File: src/rtl/mem_access_ctrl.sv
// MEM-stage sequencer: one handshaked memory transaction per load/store, pipeline stall until done.
// Optional feature macro MEM_TIMEOUT_EN: bounds REQ+WAIT to TIMEOUT cycles, then faults to ERR.
module mem_access_ctrl #(
    parameter int ADDR_W  = 16,
    parameter int DATA_W  = 16,
    parameter int TIMEOUT = 64
) (
    input  logic              clk,
    input  logic              rst_n,
    input  logic              MemRead,
    input  logic              MemWrite,
    input  logic [ADDR_W-1:0] Addr,
    input  logic [DATA_W-1:0] WriteData,
    output logic              mem_rd,
    output logic              mem_wr,
    output logic [ADDR_W-1:0] mem_addr,
    output logic [DATA_W-1:0] mem_wdata,
    input  logic [DATA_W-1:0] mem_rdata,
    input  logic              mem_busy,
    input  logic              mem_done,
    input  logic              mem_err,
    output logic              Stall,
    output logic [DATA_W-1:0] ReadData,
    output logic              ReadValid,
    output logic              Err
);

    typedef enum logic [2:0] {
        S_IDLE = 3'd0,
        S_REQ  = 3'd1,
        S_WAIT = 3'd2,
        S_RESP = 3'd3,
        S_ERR  = 3'd4
    } state_t;

    state_t            state_r;
    state_t            next_s;
    logic              req_s;
    logic              bad_s;
    logic              stall_s;
    logic              rd_op_s;
    logic              timeout_s;
    logic              op_rd_r;
    logic              mem_rd_r;
    logic              mem_wr_r;
    logic [ADDR_W-1:0] mem_addr_r;
    logic [DATA_W-1:0] mem_wdata_r;
    logic [DATA_W-1:0] read_data_r;
    logic              read_valid_r;
    logic              err_r;

`ifdef MEM_TIMEOUT_EN
    localparam int CNT_W = $clog2(TIMEOUT + 1);
    logic [CNT_W-1:0] cnt_r;

    // Transaction age counter: restarts on each new request, runs while REQ/WAIT
    always_ff @(posedge clk or negedge rst_n) begin
        if (!rst_n) begin
            cnt_r <= {CNT_W{1'b0}};
        end else if (state_r == S_IDLE && next_s == S_REQ) begin
            cnt_r <= {CNT_W{1'b0}};
        end else if (state_r == S_REQ || state_r == S_WAIT) begin
            cnt_r <= cnt_r + {{(CNT_W-1){1'b0}}, 1'b1};
        end else begin
            cnt_r <= cnt_r;
        end
    end

    // Fires in the cycle whose closing edge would bring the count to TIMEOUT
    assign timeout_s = (cnt_r == CNT_W'(TIMEOUT - 1));
`else
    assign timeout_s = 1'b0;
`endif

    // Request decode, next-state logic and combinational stall
    always_comb begin
        req_s   = (MemRead ^ MemWrite) & ~Addr[0];
        bad_s   = (MemRead & MemWrite) | ((MemRead | MemWrite) & Addr[0]);
        rd_op_s = (state_r == S_IDLE) ? MemRead : op_rd_r;
        next_s  = state_r;
        case (state_r)
            S_IDLE: begin
                if (req_s)      next_s = S_REQ;
                else if (bad_s) next_s = S_ERR;
                else            next_s = S_IDLE;
            end
            S_REQ: begin
                // err beats done; done beats the timeout limit
                if (mem_err)        next_s = S_ERR;
                else if (mem_done)  next_s = S_RESP;
                else if (timeout_s) next_s = S_ERR;
                else if (mem_busy)  next_s = S_REQ;
                else                next_s = S_WAIT;
            end
            S_WAIT: begin
                if (mem_err)        next_s = S_ERR;
                else if (mem_done)  next_s = S_RESP;
                else if (timeout_s) next_s = S_ERR;
                else                next_s = S_WAIT;
            end
            S_RESP:  next_s = S_IDLE;
            S_ERR:   next_s = S_ERR;
            default: next_s = S_IDLE;
        endcase
        stall_s = ((state_r == S_IDLE) & req_s) | (state_r == S_REQ) |
                  (state_r == S_WAIT) | (state_r == S_ERR);
    end

    // State register
    always_ff @(posedge clk or negedge rst_n) begin
        if (!rst_n) state_r <= S_IDLE;
        else        state_r <= next_s;
    end

    // Capture the instruction's address, store data and op when it is accepted
    always_ff @(posedge clk or negedge rst_n) begin
        if (!rst_n) begin
            mem_addr_r  <= {ADDR_W{1'b0}};
            mem_wdata_r <= {DATA_W{1'b0}};
            op_rd_r     <= 1'b0;
        end else if (state_r == S_IDLE && req_s) begin
            mem_addr_r  <= Addr;
            mem_wdata_r <= WriteData;
            op_rd_r     <= MemRead;
        end else begin
            mem_addr_r  <= mem_addr_r;
            mem_wdata_r <= mem_wdata_r;
            op_rd_r     <= op_rd_r;
        end
    end

    // Registered enables and status, decoded from the state being entered
    always_ff @(posedge clk or negedge rst_n) begin
        if (!rst_n) begin
            mem_rd_r     <= 1'b0;
            mem_wr_r     <= 1'b0;
            read_valid_r <= 1'b0;
            err_r        <= 1'b0;
        end else begin
            mem_rd_r     <= (next_s == S_REQ) &  rd_op_s;
            mem_wr_r     <= (next_s == S_REQ) & ~rd_op_s;
            read_valid_r <= (next_s == S_RESP) & op_rd_r;
            err_r        <= (next_s == S_ERR);
        end
    end

    // Load data is taken only on a successful load completion
    always_ff @(posedge clk or negedge rst_n) begin
        if (!rst_n)                                   read_data_r <= {DATA_W{1'b0}};
        else if ((next_s == S_RESP) && op_rd_r)       read_data_r <= mem_rdata;
        else                                          read_data_r <= read_data_r;
    end

    assign mem_rd    = mem_rd_r;
    assign mem_wr    = mem_wr_r;
    assign mem_addr  = mem_addr_r;
    assign mem_wdata = mem_wdata_r;
    assign Stall     = stall_s;
    assign ReadData  = read_data_r;
    assign ReadValid = read_valid_r;
    assign Err       = err_r;

endmodule

File: config.mk
export PLATFORM = sky130hd
export DESIGN_NAME = mem_access_ctrl
export DESIGN_NICKNAME = d
export VERILOG_FILES = /design/src/rtl/mem_access_ctrl.sv
export SDC_FILE = /design/constraint.sdc
export NUM_CORES = 1
export LEC_CHECK = 0
export CAP_MARGIN = 0
export CORE_MARGIN = 4
export CORE_UTILIZATION = 39
export DETAILED_ROUTE_END_ITERATION = 10
export DONT_BUFFER_PORTS = 1
export PLACE_DENSITY_LB_ADDON = 0.1
export SLEW_MARGIN = 30
export SYNTH_ARGS = -nofsm -noshare
export SYNTH_HDL_FRONTEND = slang
export SYNTH_SLANG_ARGS = --single-unit
File: constraint.sdc
create_clock -name clk -period 4.06 [get_ports clk]
set_input_delay 0.203 -clock clk [delete_from_list [all_inputs] [get_ports clk]]
set_output_delay 0.203 -clock clk [all_outputs]
set_load 0.02 [all_outputs]
# [Word level (Yosys, flattened, before mapping)]
# Index checks and enable logic that the tools add are counted.
[totals] regBits=56 latch_bits=0 ramBits=0 romBits=0 inputBits=55 out_inout_bits=53 word_cells=42 n_memories=0
[classes] n_addsub=0 multipliers=0 n_div=0 n_lt_le_gt_ge=0 n_eq_ne=6 n_shift=0 muxes=9 bitwise_logic=15 n_reduce_logical=3
[ops] operator="2-to-1 mux 3 bit" count=4
[ops] operator="case mux 3 bit (4 select lines)" count=1
[ops] operator="AND 1 bit" count=7
[ops] operator="equality test 3 x 1 -> 1 bit, second input constant" count=2
[ops] operator="equality test 3 x 2 -> 1 bit, second input constant" count=2
[ops] operator="equality test 3 bit, second input constant" count=2
[ops] operator="bitwise OR 1 bit" count=5
[ops] operator="2-to-1 mux 2 bit" count=2
[ops] operator="zero test 3 bit" count=1
[ops] operator="logical AND 1 bit" count=2
[ops] operator="2-to-1 mux 1 bit" count=2
[ops] operator="inverter 1 bit" count=2
[ops] operator="bitwise XOR 1 bit" count=1

# [Logic depth before layout (Yosys ltp)]
[logic_depth] word_depth=8 ltp_mapped=8 ltp_nobuf=6

# [Worst setup path after synthesis]
# No wires, ideal clock.
[synth_timing] kind="in2reg" startpoint="input port MemRead" endpoint="register read_data_r[10] (netlist: ReadData[10])" setup_time_ps=125 t_arrival_ps=1724 t_required_ps=3935 path_slack_ps=2211 cell_stages=8 n_path_buf=2 path_cell_list="inv_1 -> ha_1 -> nand2b_1 -> and2b_1 -> buf_6 -> o2111ai_4 -> buf_6 -> mux2_4"
[synth_between] elab_chain_cells=8 word_cells_on_any_way=11 classes_between="eq/ne: 1; mux: 3; bitwise: 6; reduce/logical: 1"
[synth_rtl] item="start, declared" line_no="10" rtl="input logic MemRead,"
[synth_rtl] item="bitwise OR 1 bit" line_no="78" rtl="bad_s = (MemRead & MemWrite) | ((MemRead | MemWrite) & Addr[0]);"
[synth_rtl] item="AND 1 bit" line_no="78"
[synth_rtl] item="bitwise OR 1 bit" line_no="78"
[synth_rtl] item="2-to-1 mux 3 bit" line_no="84" rtl="else if (bad_s) next_s = S_ERR;"
[synth_rtl] item="2-to-1 mux 3 bit *" line_no="83" rtl="if (req_s) next_s = S_REQ;"
[synth_rtl] item="case mux 3 bit (4 select lines) *" line_no="81" rtl="case (state_r)"
[synth_rtl] item="equality test 3 x 2 -> 1 bit *" line_no="150" rtl="else if ((next_s == S_RESP) && op_rd_r) read_data_r <= mem_rdata;"
[synth_rtl] item="logical AND 1 bit *" line_no="150"
[synth_rtl] item="end signal, assigned" line_no="149" rtl="if (!rst_n) read_data_r <= {DATA_W{1'b0}};"
[synth_rtl] item="end signal, assigned" line_no="150"
[synth_rtl] item="end signal, assigned" line_no="151" rtl="else read_data_r <= read_data_r;"
[synth_rtl] item="end, declared" line_no="48" rtl="logic [DATA_W-1:0] read_data_r;"
# Mark *: on every way between the ends. The rest lies on a longest branch, timed or not.
# A chain may end at the register's enable or synchronous reset.

# [Worst setup path in the final report]
[layout_timing] startpoint="register state_r[1]" endpoint="register read_data_r[5] (netlist: ReadData[5])"
[layout_between] elab_chain_cells=4 word_cells_on_any_way=7 classes_between="eq/ne: 4; mux: 1; reduce/logical: 2"
[layout_rtl] item="start, declared" line_no="36" rtl="state_t state_r;"
[layout_rtl] item="start signal, assigned" line_no="112" rtl="else state_r <= next_s;"
[layout_rtl] item="equality test 3 bit (tied with other cells)" line_no="81"
[layout_rtl] item="case mux 3 bit (4 select lines) *" line_no="81"
[layout_rtl] item="equality test 3 x 2 -> 1 bit *" line_no="150"
[layout_rtl] item="logical AND 1 bit *" line_no="150"
# Marks and branches as above.

==> results.toml <==
[global_route]
grt_pass1_vias = 1578
grt_overflow_total = 0
grt_pass1_wl_mm = 7.83
grt_antenna_before_repair = 0
grt_max_degree = 57
grt_usage_pct = 14.0

[synthesis]
ys_seq_area_share_pct = 62.1
async_flop_share_pct = 100
synth_seq_cells = 56
yosysTopAreaCell = "dfrtp_1"
synth_top_area_share_pct = 62.1
synth_cell_types = 26
synthFlopType = "dfrtp_1"
synth_edf_count = 0
synth_area_per_cell_um2 = 10.9
syn_inst = 208
synth_area_leaders = "dfrtp_1, nand2_1, mux2_4"
syn_area_um2 = 2260
synth_nets = 265
ys_warn_count = 0

[critical_path]
crit_chain = "nor2b_1 > o2bb2ai_1 > o2111ai_4 > mux2_2"
cp.required_ns = 4.25
path_class = "reg2reg"
cpPeakStageDelay_ns = 0.63
reg2reg_from = "state_r[1]"
path_buf_inv = 0
critPathCaptureType = "register"
rrSetupSlack_ns = 2.09
cp_slowest_cell = "o2111ai_4"
crit_path_max_fanout = 17
start_kind = "register"
cp_top_family = "compound AO/OA/AOI/OAI gates"
ff2ff_path_depth = 4
r2r-end = "ReadData[5]"
cp.arrival_ns = 2.16

[clock_tree]
clkLatencyLatePin_ns = 0.31
clock_sinks = 56
clock_path_buffers = 2
root_buffer = "clkbuf_8"
cts_tree = "done"
ctsHtreeMaxLevel = 2
cts_made_buffers = 5
path_clk_slew_ns = 0.10
cts_resized = 0

[route]
vias = 1446
viasPerCell = 4.84
drc = 0
dr.pass1.iters = 4
first_iter_violations = 58
detail-route-antenna-nets = 0
wirelength_mm = 4.95
wl_per_cell_um = 16.5

[min_path]
hp-start = "WriteData[1]"
min_to = "mem_wdata[1]"
hold_depth = 2
hp-class = "in2reg"

[finish]
final_util_pct = 48.0
antenna_cells = 0
nets = 283
instances_no_fill = 299
fill_cells = 498
synthToLayoutAreaGrowth_pct = 18.5
final_layout_size_suffix_gt1_share_pct = 12.8

[timing]
finClkSkew_ns = 0.0103
max_slew_margin_pct = 50.9
finalSetupTns_ns = 0
post-route-period-util_pct = 48.6
tightest_slew_ns = 0.736
finalCriticalPeriod_ns = 1.97
holdWs_ns = 0.00710
fmax_ghz = 0.507
finalHoldViolCount = 0
setup_violations = 0
rsz0062_at_grt = "false"
finalMaxSlewViolations = 0

[floorplan]
core_area_um2 = 5570
die-height_um = 84.1
die_area_um2 = 7070
initial_core_util_pct = 40.5
core.rowCount = 27
die_w_um = 84.1
ioPinCount = 108

[place]
hpwl_mm = 3.49
dp_cells = 272
place.gp.congestion = 0.778
portBuffers = 0

[status]
outcome = "completed"

[power_and_ir_drop]
power.total_mw = 1.42
power_density_nw_per_um2 = 532
p_leak_nw = 1.42
ir_drop_uv = 189

[job]
cap_violations = 0
## how the worst max path moves through the flow
stage	to	cells past startpoint	startpoint
after floorplan	ReadData[10]	8	MemRead
after global placement	ReadData[2]	6	MemRead
after detailed placement	ReadData[5]	6	MemRead
after CTS	ReadData[5]	4	state_r[1]
after global routing	ReadData[1]	4	state_r[1]
final	ReadData[5]	4	state_r[1]
## worst reg2reg max path, cell delays in order (launching register included)
cell and delay [ns]:
dfrtp_1 0.45, nor2b_1 0.19, o2bb2ai_1 0.18, o2111ai_4 0.63, mux2_2 0.41
## power by group
group	internal [mW]	total, mW	switching [mW]
clock	0.308	0.478	0.170
sequential	0.649	0.833	0.184
combinational	0.0514	0.112	0.0609
## placed cells by master, fill, tap and decap left out
cell           Yosys  routed
nand2b_1           2       2
and2b_1            1       1
bufinv_16          0       3
buf_16             0       1
nor3_1             1       1
nor2_1             1       1
ha_1               2       2
o31ai_1            2       2
clkbuf_8           0       5
o2111ai_4          1       1
and2_1             2       2
nor2b_1            3       3
a221oi_1           1       1
nand2_1           94      94
mux2i_1            1       1
or2b_2             0       1
inv_1              5       5
nor3b_1            1       1
mux2_4             9       9
a21o_1             1       1
dfrtp_1           56      56
mux2_2             7       7
maj3_1             1       1
o21ai_0            3       3
buf_4              0       1
dlygate4sd3_1      0      18
nor3_2             1       1
a21oi_1            2       2
o2bb2ai_1          1       1
## stage by stage
stage / instance area, um^2 / setup slack [ns]
global route: 2670 / 1.96
floorplan: 2260 / 2.21
global placement: 2310 / 2.08
detailed placement: 2310 / 2.00
CTS: 2650 / 2.07
finish: 2670 / 2.09
## layout make-up
type / instances / area [um^2] / share of cell area (%)
sequential: 56 / 1400 / 52.4
clock buffer: 5 / 68.8 / 2.57
clock inverter: 3 / 90.1 / 3.37
inverter: 5 / 18.8 / 0.702
timing repair buffer: 20 / 215 / 8.05
multi-input combinational: 138 / 790 / 29.5
tap: 72 / 90.1 / 3.37
## sequential cells by signal, indices dropped and copies added, names as in the netlist
register,flops
op_rd_r,1
ReadData,16
mem_wr,1
mem_rd,1
ReadValid,1
state_r,3
mem_wdata,16
mem_addr,16
Err,1
## cell families after synthesis
logic type | after synthesis | synth area share (%)
multiplexers | 17 | 9.92
buffers and inverters | 14 | 2.99
AO/OA/AOI/OAI | 11 | 4.05
adder cells (fa/ha/maj) | 3 | 1.55
flip-flops | 56 | 62.1
AND/OR/NAND/NOR | 107 | 19.4
## metal layers
layer  track usage [%]  vias up  share of wire (%)
met2              23.8       77                 49
met4              4.68        0                1.4
met1              15.5      678                 38
met3              6.32        6                 11
met5                 0        -                  0
li1                  -      685                  -
## cells in the mapped netlist (all sizes together) (2+ instances only)
master and number:
nand2 94, ha 2, and2 2, mux2 16
buf 2, a21oi 2, nand2b 2, o21ai 3
clkbuf 7, nor2b 3, dfrtp 56, nor3 2
o31ai 2, inv 5
## what timing repair did
| action | in CTS | in global routing |
|---|---|---|
| hold endpoints to repair | 71 | 2 |
| buffers inserted | 0 | 0 |
| endpoints found under the setup margin | 0 | 0 |
| hold buffers | 17 | 2 |
No activity file was read; power rests on OpenSTA's default activity.
